[src/rtl/clk_switch_seq_pkg.sv]
// clk_switch_pkg
// Shared types and encodings for the clock-switch sequencer.
//   state_t : sequencer FSM states
//   SRC_A / SRC_B : encoding of the selected clock source on sel_out / req_sel
package clk_switch_pkg;

    // The S_ prefix keeps S_GUARD from colliding with the GUARD parameter.
    typedef enum logic [2:0] {
        S_IDLE         = 3'd0,
        S_ISSUE        = 3'd1,
        S_WAIT_ASSERT  = 3'd2,
        S_WAIT_RELEASE = 3'd3,
        S_GUARD        = 3'd4
    } state_t;

    localparam logic SRC_A = 1'b1;
    localparam logic SRC_B = 1'b0;

endpackage

[src/rtl/clk_switch_seq_if.sv]
// clk_switch_seq_if
// Bundles the requester handshake, the clock-select control/feedback and the
// error flag of clk_switch_seq.
//   master : environment side (requesters, select block feedback, err_clr)
//   slave  : the sequencer
interface clk_switch_seq_if #(
    parameter int NREQ = 2
);
    logic [NREQ-1:0] req;
    logic [NREQ-1:0] req_sel;
    logic [NREQ-1:0] ack;
    logic            ack_err;
    logic            sel_out;
    logic            sel_en;
    logic            sel_rst_in;
    logic            busy;
    logic            timeout_err;
    logic            err_clr;

    modport master (
        output req, req_sel, sel_rst_in, err_clr,
        input  ack, ack_err, sel_out, sel_en, busy, timeout_err
    );

    modport slave (
        input  req, req_sel, sel_rst_in, err_clr,
        output ack, ack_err, sel_out, sel_en, busy, timeout_err
    );
endinterface

[src/rtl/clk_switch_seq_sync2.sv]
// sync2
// Two-flop single-bit synchronizer with a configurable reset value.
//   CLK, RST : destination clock, synchronous active-high reset
//   d        : asynchronous input
//   q        : synchronized output
module sync2 #(
    parameter logic RST_VAL = 1'b0
) (
    input  logic CLK,
    input  logic RST,
    input  logic d,
    output logic q
);
    logic meta;

    always_ff @(posedge CLK) begin
        if (RST) begin
            meta <= RST_VAL;
            q    <= RST_VAL;
        end else begin
            meta <= d;
            q    <= meta;
        end
    end
endmodule

[src/rtl/clk_switch_seq.sv]
// clk_switch_seq
// Round-robin arbiter and sequencer for a two-source clock-select block.
// Grants one source-change request at a time, pulses SELECT_ENABLE, follows
// the select block's output reset through assert and release, then acks.
//   CLK, RST : control clock, synchronous active-high reset
//   bus      : requester handshake, select control/feedback, error flag
//
// state          | meaning
// S_IDLE         | arbitrating; same-source requests acked directly
// S_ISSUE        | sel_en pulse cycle; timer cleared
// S_WAIT_ASSERT  | waiting for the select block's output reset to assert
// S_WAIT_RELEASE | waiting for the output reset to release
// S_GUARD        | enforced idle gap after a switch, requests ignored
module clk_switch_seq
    import clk_switch_pkg::*;
#(
    parameter int NREQ     = 2,
    parameter int TIMEOUT  = 256,
    parameter int GUARD    = 4,
    parameter int ORST_LOW = 1
) (
    input  logic               CLK,
    input  logic               RST,
    clk_switch_seq_if.slave    bus
);
    localparam int IW = $clog2(NREQ);
    localparam int TW = $clog2(TIMEOUT) + 1;
    localparam int GW = $clog2(GUARD + 1);
    localparam logic [TW-1:0] TMAX  = TW'(TIMEOUT - 1);
    localparam logic [GW-1:0] GLAST = GW'((GUARD > 0) ? GUARD - 1 : 0);

    state_t          state;
    logic [IW-1:0]   ptr;
    logic [IW-1:0]   gidx;
    logic [TW-1:0]   timer;
    logic [GW-1:0]   gcnt;
    logic [NREQ-1:0] ack_q;
    logic            ack_err_q;
    logic            sel_out_q;
    logic            sel_en_q;
    logic            busy_q;
    logic            terr_q;

    logic            rst_sync;
    logic            rs;
    logic [IW-1:0]   g;
    logic            any_req;

    // Reset value is the raw "deasserted" level so rs reads 0 out of reset.
    sync2 #(.RST_VAL((ORST_LOW != 0) ? 1'b1 : 1'b0)) u_sync (
        .CLK (CLK),
        .RST (RST),
        .d   (bus.sel_rst_in),
        .q   (rst_sync)
    );

    assign rs = (ORST_LOW != 0) ? ~rst_sync : rst_sync;

    // First requester strictly after 'last', wrapping around.
    function automatic logic [IW-1:0] rr_pick(input logic [NREQ-1:0] r,
                                              input logic [IW-1:0]   last);
        logic [IW-1:0] pick;
        logic          found;
        int            idx;
        pick  = last;
        found = 1'b0;
        for (int i = 1; i <= NREQ; i++) begin
            idx = int'(last) + i;
            if (idx >= NREQ) idx = idx - NREQ;
            if (!found && r[IW'(idx)]) begin
                found = 1'b1;
                pick  = IW'(idx);
            end
        end
        return pick;
    endfunction

    assign g       = rr_pick(bus.req, ptr);
    assign any_req = |bus.req;

    always_ff @(posedge CLK) begin
        if (RST) begin
            state     <= S_IDLE;
            ptr       <= IW'(NREQ - 1);
            gidx      <= '0;
            timer     <= '0;
            gcnt      <= '0;
            ack_q     <= '0;
            ack_err_q <= 1'b0;
            sel_out_q <= SRC_B;
            sel_en_q  <= 1'b0;
            busy_q    <= 1'b0;
            terr_q    <= 1'b0;
        end else begin
            ack_q     <= '0;
            ack_err_q <= 1'b0;
            sel_en_q  <= 1'b0;
            // A timeout set later in this block overrides the clear.
            if (bus.err_clr) terr_q <= 1'b0;

            case (state)
                S_IDLE: begin
                    // Holding off while ack is up keeps a still-high req from
                    // being granted twice.
                    if (any_req && (ack_q == '0)) begin
                        ptr <= g;
                        if (bus.req_sel[g] == sel_out_q) begin
                            ack_q[g] <= 1'b1;
                        end else begin
                            gidx      <= g;
                            sel_out_q <= bus.req_sel[g];
                            sel_en_q  <= 1'b1;
                            busy_q    <= 1'b1;
                            state     <= S_ISSUE;
                        end
                    end
                end
                S_ISSUE: begin
                    timer <= '0;
                    state <= S_WAIT_ASSERT;
                end
                S_WAIT_ASSERT: begin
                    if (rs) begin
                        timer <= '0;
                        state <= S_WAIT_RELEASE;
                    end else if (timer == TMAX) begin
                        ack_q[gidx] <= 1'b1;
                        ack_err_q   <= 1'b1;
                        terr_q      <= 1'b1;
                        gcnt        <= GLAST;
                        state       <= S_GUARD;
                    end else if (timer != '1) begin
                        timer <= timer + TW'(1);
                    end
                end
                S_WAIT_RELEASE: begin
                    if (!rs) begin
                        ack_q[gidx] <= 1'b1;
                        gcnt        <= GLAST;
                        state       <= S_GUARD;
                    end else if (timer == TMAX) begin
                        ack_q[gidx] <= 1'b1;
                        ack_err_q   <= 1'b1;
                        terr_q      <= 1'b1;
                        gcnt        <= GLAST;
                        state       <= S_GUARD;
                    end else if (timer != '1) begin
                        timer <= timer + TW'(1);
                    end
                end
                S_GUARD: begin
                    if (gcnt == '0) begin
                        busy_q <= 1'b0;
                        state  <= S_IDLE;
                    end else begin
                        gcnt <= gcnt - GW'(1);
                    end
                end
                default: begin
                    busy_q <= 1'b0;
                    state  <= S_IDLE;
                end
            endcase
        end
    end

    assign bus.ack         = ack_q;
    assign bus.ack_err     = ack_err_q;
    assign bus.sel_out     = sel_out_q;
    assign bus.sel_en      = sel_en_q;
    assign bus.busy        = busy_q;
    assign bus.timeout_err = terr_q;
endmodule
[src/flat_wrapper.sv]
// flat-port wrapper written by rule: the top's interface ports become plain ports
module clk_switch_seq_flat import clk_switch_pkg::*;
#(
    parameter int NREQ     = 2,
    parameter int TIMEOUT  = 256,
    parameter int GUARD    = 4,
    parameter int ORST_LOW = 1
)
  (CLK, RST, bus_req, bus_req_sel, bus_sel_rst_in, bus_err_clr, bus_ack, bus_ack_err, bus_sel_out, bus_sel_en, bus_busy, bus_timeout_err);
  clk_switch_seq_if #(.NREQ(NREQ)) bus_i ();
  input  logic CLK;
  input  logic RST;
  input wire logic [$bits(bus_i.req)-1:0] bus_req;
  input wire logic [$bits(bus_i.req_sel)-1:0] bus_req_sel;
  input wire logic [$bits(bus_i.sel_rst_in)-1:0] bus_sel_rst_in;
  input wire logic [$bits(bus_i.err_clr)-1:0] bus_err_clr;
  output wire logic [$bits(bus_i.ack)-1:0] bus_ack;
  output wire logic [$bits(bus_i.ack_err)-1:0] bus_ack_err;
  output wire logic [$bits(bus_i.sel_out)-1:0] bus_sel_out;
  output wire logic [$bits(bus_i.sel_en)-1:0] bus_sel_en;
  output wire logic [$bits(bus_i.busy)-1:0] bus_busy;
  output wire logic [$bits(bus_i.timeout_err)-1:0] bus_timeout_err;
  assign bus_i.req = bus_req;
  assign bus_i.req_sel = bus_req_sel;
  assign bus_i.sel_rst_in = bus_sel_rst_in;
  assign bus_i.err_clr = bus_err_clr;
  assign bus_ack = bus_i.ack;
  assign bus_ack_err = bus_i.ack_err;
  assign bus_sel_out = bus_i.sel_out;
  assign bus_sel_en = bus_i.sel_en;
  assign bus_busy = bus_i.busy;
  assign bus_timeout_err = bus_i.timeout_err;
  clk_switch_seq #(.NREQ(NREQ), .TIMEOUT(TIMEOUT), .GUARD(GUARD), .ORST_LOW(ORST_LOW)) u_core (.CLK(CLK), .RST(RST), .bus(bus_i));
endmodule
[config.mk]
export PLATFORM = sky130hd
export DESIGN_NAME = clk_switch_seq_flat
export DESIGN_NICKNAME = d
export VERILOG_FILES = /design/src/rtl/clk_switch_seq_pkg.sv /design/src/rtl/clk_switch_seq_if.sv /design/src/rtl/clk_switch_seq_sync2.sv /design/src/rtl/clk_switch_seq.sv /design/src/flat_wrapper.sv
export SDC_FILE = /design/constraint.sdc
export NUM_CORES = 1
export LEC_CHECK = 0
export ABC_AREA = 1
export BUFFER_PORTS_ARGS = -buffer_cell sky130_fd_sc_hd__clkbuf_2
export CORE_MARGIN = 3
export CORE_UTILIZATION = 55
export DETAILED_ROUTE_END_ITERATION = 7
export GPL_TIMING_DRIVEN = 0
export HOLD_SLACK_MARGIN = 0.15
export PLACE_DENSITY = 0.75
export SETUP_SLACK_MARGIN = 0.3
export SLEW_MARGIN = 10
export SYNTH_ARGS = -nofsm -noshare
export SYNTH_HDL_FRONTEND = slang
export SYNTH_SLANG_ARGS = --single-unit
[constraint.sdc]
create_clock -name CLK -period 3.7 [get_ports CLK]
set_input_delay 0.37 -clock CLK [delete_from_list [all_inputs] [get_ports CLK]]
set_output_delay 0.37 -clock CLK [all_outputs]
set_load 0.02 [all_outputs]
# Word-level counts from Yosys, hierarchy flattened

Index checks and enable logic that the tools add are counted.

Register bits: 26
Output and inout port bits: 7
Word-level logic and storage cells: 115

Add/sub/neg operators: 6
Magnitude comparators: 8
Equal/unequal tests: 13
Muxes and demuxes: 52
Bitwise logic cells: 4
Reductions and logical operators: 19

Operator list:

| kind                | number |
|---|---|
| $mux 9              | 4 |
| $mux 3              | 10 |
| $pmux 9 s3          | 1 |
| $mux 1              | 24 |
| $pmux 3 s5          | 1 |
| $mux 2              | 5 |
| $add 9x1->9 const B | 1 |
| $eq 9x8->1 const B  | 1 |
| $ne 9x9->1 const B  | 1 |
| $pmux 3 s3          | 1 |
| $reduce_and 3->1    | 3 |
| $ne 2x2->1 const B  | 4 |
| $eq 3x2->1 const B  | 2 |
| $logic_not 3->1     | 2 |
| $lt 1x3->1 const B  | 2 |
| $pmux 2 s3          | 1 |
| $reduce_bool 3->1   | 2 |
| $reduce_or 3->1     | 2 |
| $logic_and 1x1->1   | 4 |
| $lt 1x2->1 const B  | 2 |
| $ne 2x1->1 const B  | 2 |
| $not 1->1           | 4 |
| $pmux 1 s2          | 2 |
| $reduce_and 2->1    | 2 |
| other kinds (16)    | 19 |

# Depth between registers and ports, before layout

Gate-level depths: netlist (run 1).

Word-level depth: 17
Mapped depth: 10
Depth with buffers taken out: 10

# By module

A second synthesis (run 1) with hierarchy kept.

Cells, all modules: 211
Area, all modules: 1358.8 µm²

By module, submodules not included:

| module         | instances | cells each | area an instance (µm²) | sequential area each (µm²) |
|---|---|---|---|---|
| clk_switch_seq | 1         | 204        | 1300.0                 | 480.5 |
| sync2          | 1         | 7          | 58.8                   | 40.0 |

# Worst setup path before layout (run 1)

OpenSTA, ideal clock, no wires.

Kind: flip-flop to flip-flop
Start: register u_core.timer[0]
End: register u_core.timer[0]
Arrival time: 1.250 ns
Data required time: 3.584 ns
Path slack: 2.335 ns
Stages on the path, launching flop included: 8
Buffers on the path: 0
Path through: dfxtp_1 ha_1 nand2_1 nor2_1 nand3_1 nand2_1 xor2_1 nor2_1

Longest elaborated chain between the ends: 5
Elaborated cells between the ends (all ways): 8
Classes of those cells: 1 x add/sub; 2 x eq/ne; 5 x mux

Ends and longest elaborated chain:

| element                                          | RTL line                                     | source |
|---|---|---|
| start: declaration                               | clk_switch_seq.sv:35                         | `logic [TW-1:0] timer;` |
| start signal: assignment                         | clk_switch_seq.sv:133                        | `timer <= timer + TW'(1);` |
| start signal: assignment                         | clk_switch_seq.sv:148                        | `timer <= timer + TW'(1);` |
| $add 9x1->9 / $ne 9x9->1 (equally long branches) | --                                           |  |
| $mux 9                                           | clk_switch_seq.sv:132, clk_switch_seq.sv:147 |  |
| $mux 9 *                                         | clk_switch_seq.sv:126                        | `end else if (timer == TMAX) begin` |
| $mux 9 (on tied branches)                        | clk_switch_seq.sv:137, clk_switch_seq.sv:123 |  |
| $pmux 9 s3 *                                     | clk_switch_seq.sv:101                        | `case (state)` |

Mark *: on every way between the ends. The rest lies on a longest branch, timed or not. The select of a mux whose other input is x is not followed.
A chain may end at the register's enable or synchronous reset.

# Worst setup path after layout (run 1)

Start: register u_core.timer[0]
End: register u_core.gcnt[2]

Longest elaborated chain between the ends: 4
Elaborated cells between the ends (all ways): 5
Classes of those cells: 1 x eq/ne; 4 x mux

Ends and longest elaborated chain:

| element                   | RTL line                                     | source |
|---|---|---|
| $eq 9x8->1 *              | clk_switch_seq.sv:126, clk_switch_seq.sv:141 |  |
| $mux 3 *                  | --                                           |  |
| $mux 3 (on tied branches) | --                                           |  |
| $pmux 3 s3 *              | --                                           |  |
| end signal: assignment    | clk_switch_seq.sv:156                        | `gcnt <= gcnt - GW'(1);` |
| end: declaration          | clk_switch_seq.sv:36                         | `logic [GW-1:0] gcnt;` |

Marks and branches as above.

==> impl_metrics.py, run 1 <==
metrics = {
    "yosys": {
        "syn_area_mm2": 0.00137,
        "syn_inst": 197,
        "syn_avg_cell_area_um2": 6.97,
        "syn_nets": 208,
        "ys.warnings.count": 0,
        "ys_seq_elements": 26,
        "yosysUniqueCellTypes": 32,
        "seq_area_frac_synth_pct": 37.9,
    },
    "critical_path": {
        "worst_ep_required_time_ps": 3910,
        "crit_fanout": 7,
        "cp.arrival_ps": 1860,
        "critPathLaunchType": "flop",
        "critPathKind": "flop to flop",
        "setup.worst_path.end_class": "flop",
    },
    "placement": {
        "io_buffer_count": 14,
        "gp_congestion": 0.849,
        "pre_cts_ws_ps": 2070,
        "dp_hpwl_um": 2100,
    },
    "layout": {
        "syn2layout_area_growth_pct": 10.3,
        "final_util_pct": 66.0,
        "drive_above_1_share_pct": 16.3,
        "fin_nets": 227,
        "num-fill-cells": 204,
        "antenna-diode-count": 0,
    },
    "sta": {
        "slew_viol_final": 0,
        "worst_pin_slew_ps": 509,
        "fin_setup_tns_ps": 0,
        "max_freq_mhz": 606,
        "rsz0062_at_grt": "false",
        "finalSetupViolations": 0,
        "hold_viol_final": 0,
        "setup_slack_ps": 2050,
        "layout_min_cycle_time_ps": 1650,
        "relSlewSlack_pct": 66.1,
        "fin_crit_sh_pct": 44.6,
        "fin_skew_ps": 7.01,
    },
    "power": {
        "ir_drop_mv": 0.303,
        "leakage_uw": 0.000717,
        "powerDensity_mw_per_mm2": 511,
    },
    "global_routing": {
        "grt_usage_pct": 18.1,
        "grt_max_degree": 15,
        "grt_pass1_wl_um": 4620,
        "overflow": 0,
        "first_global_vias": 1138,
        "grt_antenna_before_repair": 0,
    },
    "die": {
        "dieArea_mm2": 0.00313,
        "fp.dieH_um": 56.0,
        "initial_core_util_pct": 59.8,
        "ioPinCount": 15,
        "rows": 17,
        "core_mm2": 0.00230,
        "die_width_um": 56.0,
    },
    "clock_tree": {
        "clk_latency_ps": 320,
        "clock_path_buffers": 2,
        "cts-root-buf": "clkbuf_4",
        "clkTransAtPathRegs_ps": 140,
        "htree_levels": 1,
        "cts_hold_repair.buffers": 0,
        "cts_tree": "yes",
        "post_cts_buffers": 0,
        "numCtsBuffers": 3,
        "cts_resized": 0,
        "cts_sinks": 26,
    },
    "routing": {
        "drt-vias-per-instance": 5.25,
        "drtPass1Iterations": 4,
        "detail-route-antenna-nets": 0,
        "dr_total_vias": 1275,
        "wirelength_um": 2790,
        "drc": 0,
        "wl_per_cell_um": 11.5,
        "drt_iter0_drc": 42,
    },
    "flow_run": {
        "max_cap_violations": 0,
    },
    "hold_path": {
        "hold_path_class": "input port to flop",
    },
    "run_status": {
        "outcome": "complete, no violations",
    },
}
-- critical path, cell delays in order (launching register included) --
cell and delay [ps]:
dfxtp_1 400, ha_1 180, nand2_1 90, nor2_1 180, nand4_2 260, nand2_1 160, nand2_1 100, nand3_1 90
a21oi_1 70
-- worst paths after layout --
kind	start	to	slack, ps	cells past startpoint
setup reg to reg	u_core.timer[0]$_SDFFE_PP0P_	u_core.gcnt[2]$_SDFFE_PP0P_	2050	8
hold reg to reg	u_core.u_sync.meta$_SDFF_PP1_	u_core.u_sync.q$_SDFF_PP1_	440	1
setup / recovery	u_core.timer[0]$_SDFFE_PP0P_	u_core.gcnt[2]$_SDFFE_PP0P_	2050	8
hold / removal	bus_sel_rst_in	u_core.u_sync.meta$_SDFF_PP1_	220	2
-- report_power, final --
group	internal, µW	switching [µW]	total (µW)
logic	101	176	277
clock network	60.2	85.4	146
registers	320	31.0	351
-- cells by family (layout without fill, tap and decap cells) --
kind of cell	count (synthesis)	after routing	synth area share, %
XOR/XNOR	2	2	1.28
flip-flops	26	26	37.9
AO/OA/AOI/OAI	28	28	12.8
adder cells (fa/ha/maj)	3	3	2.73
AND/OR/NAND/NOR	101	101	34.7
buffers and inverters	37	55	10.7
-- final cells by class --
| cell class | count | area (µm²) | share of cell area [%] |
|---|---|---|---|
| Multi-Input combinational cell | 134 | 707 | 46.7 |
| Clock buffer | 4 | 36.3 | 2.39 |
| Inverter | 35 | 131 | 8.67 |
| Sequential cell | 26 | 520 | 34.4 |
| Buffer | 2 | 15.0 | 0.991 |
| Timing Repair Buffer | 14 | 70.1 | 4.62 |
| Tap cell | 28 | 35.0 | 2.31 |
-- Yosys cell counts (all sizes together) --
library cell	count	area [µm²]
nand2	36	145
a31oi	1	6.26
and2	1	8.76
a21oi	13	72.6
nor3	6	35.0
nand3	19	95.1
nand4	5	37.5
ha	3	37.5
xor2	2	17.5
or2	3	18.8
nor2	28	115
o21ai	10	61.3
buf	1	11.3
o21a	2	15.0
dfxtp	26	521
o211ai	1	7.51
clkbuf	1	3.75
inv	34	128
clkinv	1	3.75
nand3b	2	15.0
o31ai	1	12.5
nor4	1	6.26
-- layout by cell type (no fill, tap or decap), types with 3 or more instances in the layout --
cell type / instances
nand2_1: 34
dfxtp_1: 26
nor2_1: 26
inv_1: 32
clkbuf_2: 14
ha_1: 3
a21oi_1: 11
o21ai_0: 7
clkbuf_4: 3
or2_2: 3
nand3_1: 19
nand4_1: 4
nor3_1: 5
-- per-layer routing --
layer  GRT usage, %  wire length (µm)
met2           28.7              1280
met4           8.14                27
met5              0                 0
met1           24.0              1360
met3           3.02               117
-- stage by stage --
step | cell area (µm²) | std cells | hold WS, ps | total power [µW]
floorplan | 1370 | 197 | 389 | 568
global placement | 1480 | 239 | 396 | 619
detailed placement | 1480 | 239 | 410 | 635
CTS | 1520 | 243 | 209 | 782
global route | 1520 | 243 | 203 | 833
finish | 1520 | 243 | 220 | 774
-- registers in the layout, summed over array words and instances, names as in the netlist --
| signal | flops |
|---|---|
| u_core.bus.sel_en | 1 |
| u_core.bus.ack | 2 |
| u_core.state | 3 |
| u_core.bus.sel_out | 1 |
| u_core.bus.timeout_err | 1 |
| u_core.ptr | 1 |
| u_core.timer | 9 |
| u_core.bus.ack_err | 1 |
| u_core.u_sync.meta | 1 |
| u_core.gcnt | 3 |
| u_core.gidx | 1 |
| u_core.u_sync.q | 1 |
| u_core.bus.busy | 1 |
Power figures use the tool's default switching activity.
==> run 2: changes to the inputs <==
--- a/config.mk
+++ b/config.mk
@@ -5,14 +5,14 @@
 export SDC_FILE = /design/constraint.sdc
 export NUM_CORES = 1
 export LEC_CHECK = 0
-export ABC_AREA = 1
+export ABC_AREA = 0
 export BUFFER_PORTS_ARGS = -buffer_cell sky130_fd_sc_hd__clkbuf_2
 export CORE_MARGIN = 3
-export CORE_UTILIZATION = 55
+export CORE_UTILIZATION = 51
 export DETAILED_ROUTE_END_ITERATION = 7
 export GPL_TIMING_DRIVEN = 0
 export HOLD_SLACK_MARGIN = 0.15
-export PLACE_DENSITY = 0.75
+export PLACE_DENSITY = 0.74
 export SETUP_SLACK_MARGIN = 0.3
 export SLEW_MARGIN = 10
 export SYNTH_ARGS = -nofsm -noshare
==> constraint.sdc (replaced) <==
create_clock -name CLK -period 1.43 [get_ports CLK]
set_input_delay 0.143 -clock CLK [delete_from_list [all_inputs] [get_ports CLK]]
set_output_delay 0.143 -clock CLK [all_outputs]
set_load 0.02 [all_outputs]
==> run 2 against run 1 <==
  * The run now ends with setup timing left
  * First-iteration DRC count grew to 4.1 times the previous value
  * Critical path depth decreased by 3
  * Routed wire length up 110%
  * Worst hold slack improved by 21 ps
  * Largest cell class unchanged
  * Largest power group is now combinational cells
==> impl_metrics.py, run 2 <==
metrics = {
    "routing": {
        "detail-route-antenna-nets": 0,
        "drc": 0,
        "drt_iter0_drc": 173,
        "wl_per_cell_um": 23.7,
        "wirelength_um": 5900,
        "dr_total_vias": 1684,
        "drtPass1Iterations": 6,
        "drt-vias-per-instance": 6.76,
    },
    "die": {
        "ioPinCount": 15,
        "fp.dieH_um": 57.8,
        "die_width_um": 57.8,
        "rows": 18,
        "initial_core_util_pct": 54.3,
        "dieArea_mm2": 0.00334,
        "core_mm2": 0.00252,
    },
    "yosys": {
        "synthFlopType": "dfxtp_1",
        "synthTopCellsByCount": "dfxtp_1 (26), nor2_1 (17), nand2_1 (14)",
        "ys_seq_elements": 26,
        "synth-edff-count": 0,
        "synth_top_area_share_pct": 38.0,
        "synth.largest_area_cell": "dfxtp_1",
        "synth.area.top_cells": "dfxtp_1 (38%), nor2_1 (4.7%), nand2_1 (3.8%), a21oi_1 (3.3%), ha_1 (2.7%)",
        "yosysUniqueCellTypes": 50,
        "yosysMostFrequentCell": "dfxtp_1",
        "ys.warnings.count": 0,
        "seq_area_frac_synth_pct": 38.0,
        "syn_avg_cell_area_um2": 8.51,
        "syn_area_mm2": 0.00137,
        "syn_nets": 172,
        "syn_inst": 161,
        "synthArstFlopShare_pct": 0,
    },
    "layout": {
        "fin_cells": 249,
        "antenna-diode-count": 0,
        "fin_nets": 232,
        "reg_top3": "u_core.timer (9), u_core.gcnt (3), u_core.state (3)",
        "largest_reg_flops": 9,
        "layout_common_cells": "buf_4 (25), clkbuf_2 (14), buf_6 (13), nand2_1 (12), dfxtp_1 (12)",
        "syn2layout_area_growth_pct": 71.4,
        "top_register": "u_core.timer",
        "drive_above_1_share_pct": 61.6,
        "layout_commonest_cell": "buf_4",
    },
    "global_routing": {
        "grt.busiest_layer": "met2",
        "use_met2_pct": 45.0,
        "grtUsageMet3_pct": 4.68,
        "first_global_vias": 1488,
        "overflow": 0,
        "grt_pass1_wl_um": 7040,
        "grt_max_degree": 14,
        "grt_util_met1_pct": 34.8,
        "grt_antenna_before_repair": 0,
        "grt_usage_pct": 27.3,
    },
    "hold_path": {
        "hold_path_class": "input port to flop",
    },
    "clock_tree": {
        "numCtsBuffers": 3,
        "htree_levels": 1,
        "cts_tree": "yes",
        "cts_sinks": 26,
        "clkTransAtPathRegs_ps": 140,
        "clock_path_buffers": 2,
        "cts-root-buf": "clkbuf_4",
        "clk_latency_ps": 320,
    },
    "sta": {
        "slew_viol_final": 0,
        "relSlewSlack_pct": 43.4,
        "rsz0062_at_grt": "true",
        "fin_crit_sh_pct": 119,
        "hold_viol_final": 0,
        "fin_skew_ps": 8.13,
        "worst_pin_slew_ps": 850,
        "max_freq_mhz": 588,
        "setup_slack_ps": -270,
        "whs_ps": 241,
        "layout_min_cycle_time_ps": 1700,
        "fin_setup_tns_ps": -3660,
        "finalSetupViolations": 22,
    },
    "placement": {
        "gp_congestion": 0.852,
        "io_buffer_count": 14,
        "place.detailed.instances": 205,
        "dp_hpwl_um": 2120,
    },
    "critical_path": {
        "worst_ep_required_time_ps": 1640,
        "cp.arrival_ps": 1910,
        "critPathMaxStageDelay_ps": 460,
        "critPathKind": "flop to flop",
        "crit_fanout": 8,
        "cp_cell_sequence": "buf_8, xnor2_1, nor2_4, o21ai_4, a21oi_1",
        "setup.worst_path.end_class": "flop",
        "slowest_stage": "xnor2_1",
        "critPathLaunchType": "flop",
    },
    "run_status": {
        "violations": "setup timing",
        "outcome": "complete, but fails checks",
    },
    "power": {
        "powerDensity_mw_per_mm2": 1390,
        "ir_drop_mv": 1.60,
        "leakage_uw": 0.000873,
    },
    "flow_run": {
        "max_cap_violations": 0,
    },
}
==> run 2: layout make-up <==
type / instances / area, µm²
well taps: 30 / 37.5
fillers: 83 / 174
plain buffers: 6 / 66.3
flip-flops and latches: 26 / 548
multi-input cells: 124 / 1220
repair buffers: 55 / 435
clock buffers: 3 / 22.5
inverters: 5 / 18.8
==> run 2: metal layers <==
metal | share of wire, % | routed length [µm]
met5 | 0 | 0
met4 | 3.8 | 227
met3 | 8.4 | 497
met2 | 49 | 2880
met1 | 39 | 2300
==> run 2: path summary, 6_finish.rpt <==
path | start | endpoint | slack [ps] | cells past startpoint
worst max-delay path | u_core.state[0]$_SDFFE_PP0P_ | u_core.timer[1]$_SDFFE_PP0P_ | -270 | 5
worst min-delay path | RST | u_core.gcnt[0]$_SDFFE_PP0P_ | 240 | 3
worst max register to register | u_core.state[0]$_SDFFE_PP0P_ | u_core.timer[1]$_SDFFE_PP0P_ | -270 | 5
worst min register to register | u_core.u_sync.meta$_SDFF_PP1_ | u_core.u_sync.q$_SDFF_PP1_ | 430 | 1
==> run 2: metrics by stage <==
| step | area, µm² | setup WS [ps] | utilization (%) | power, µW |
|---|---|---|---|---|
| after floorplan | 1410 | -146 | - | 1620 |
| after global placement | 1520 | -249 | 60.1 | 1790 |
| after detailed placement | 1520 | -270 | 60.1 | 1830 |
| after CTS | 2080 | -204 | 82.3 | 2740 |
| after global routing | 2350 | -314 | 93.1 | 3370 |
| final | 2350 | -270 | 93.1 | 3270 |
==> run 2: critical path: cells and delay by family (launching register included) <==
kind | cells | cell delay (ps)
compound gates | 2 | 420
xor+xnor | 1 | 460
buf+inv | 1 | 140
flops | 1 | 390
simple gates | 1 | 170
==> run 2: report_power, final <==
group,internal (µW),leakage [µW],switching [µW]
Clock,98.7,0.0000138,217
Combinational,894,0.000641,1020
Sequential,870,0.000219,167
Total,1860,0.000873,1410
==> run 2: logic make-up (layout without fill, tap and decap cells) <==
kind of cell	after synthesis	count (layout)	share of synthesized area, %
compound gates	40	40	19.9
xor+xnor	5	5	3.20
fa+ha+maj	3	3	2.74
buf+inv	11	69	4.38
flops	26	26	38.0
mux	1	1	0.731
simple gates	75	75	31.1
==> run 2: repair_timing <==
| item | in CTS | in global routing |
|---|---|---|
| hold buffers | 5 | 0 |
| resized for setup | 73 | 39 |
| endpoints found under the hold margin | 3 | 0 |
| pin swaps | 28 | 22 |
| setup endpoints to repair | 24 | 24 |
| buffers inserted | 26 | 10 |
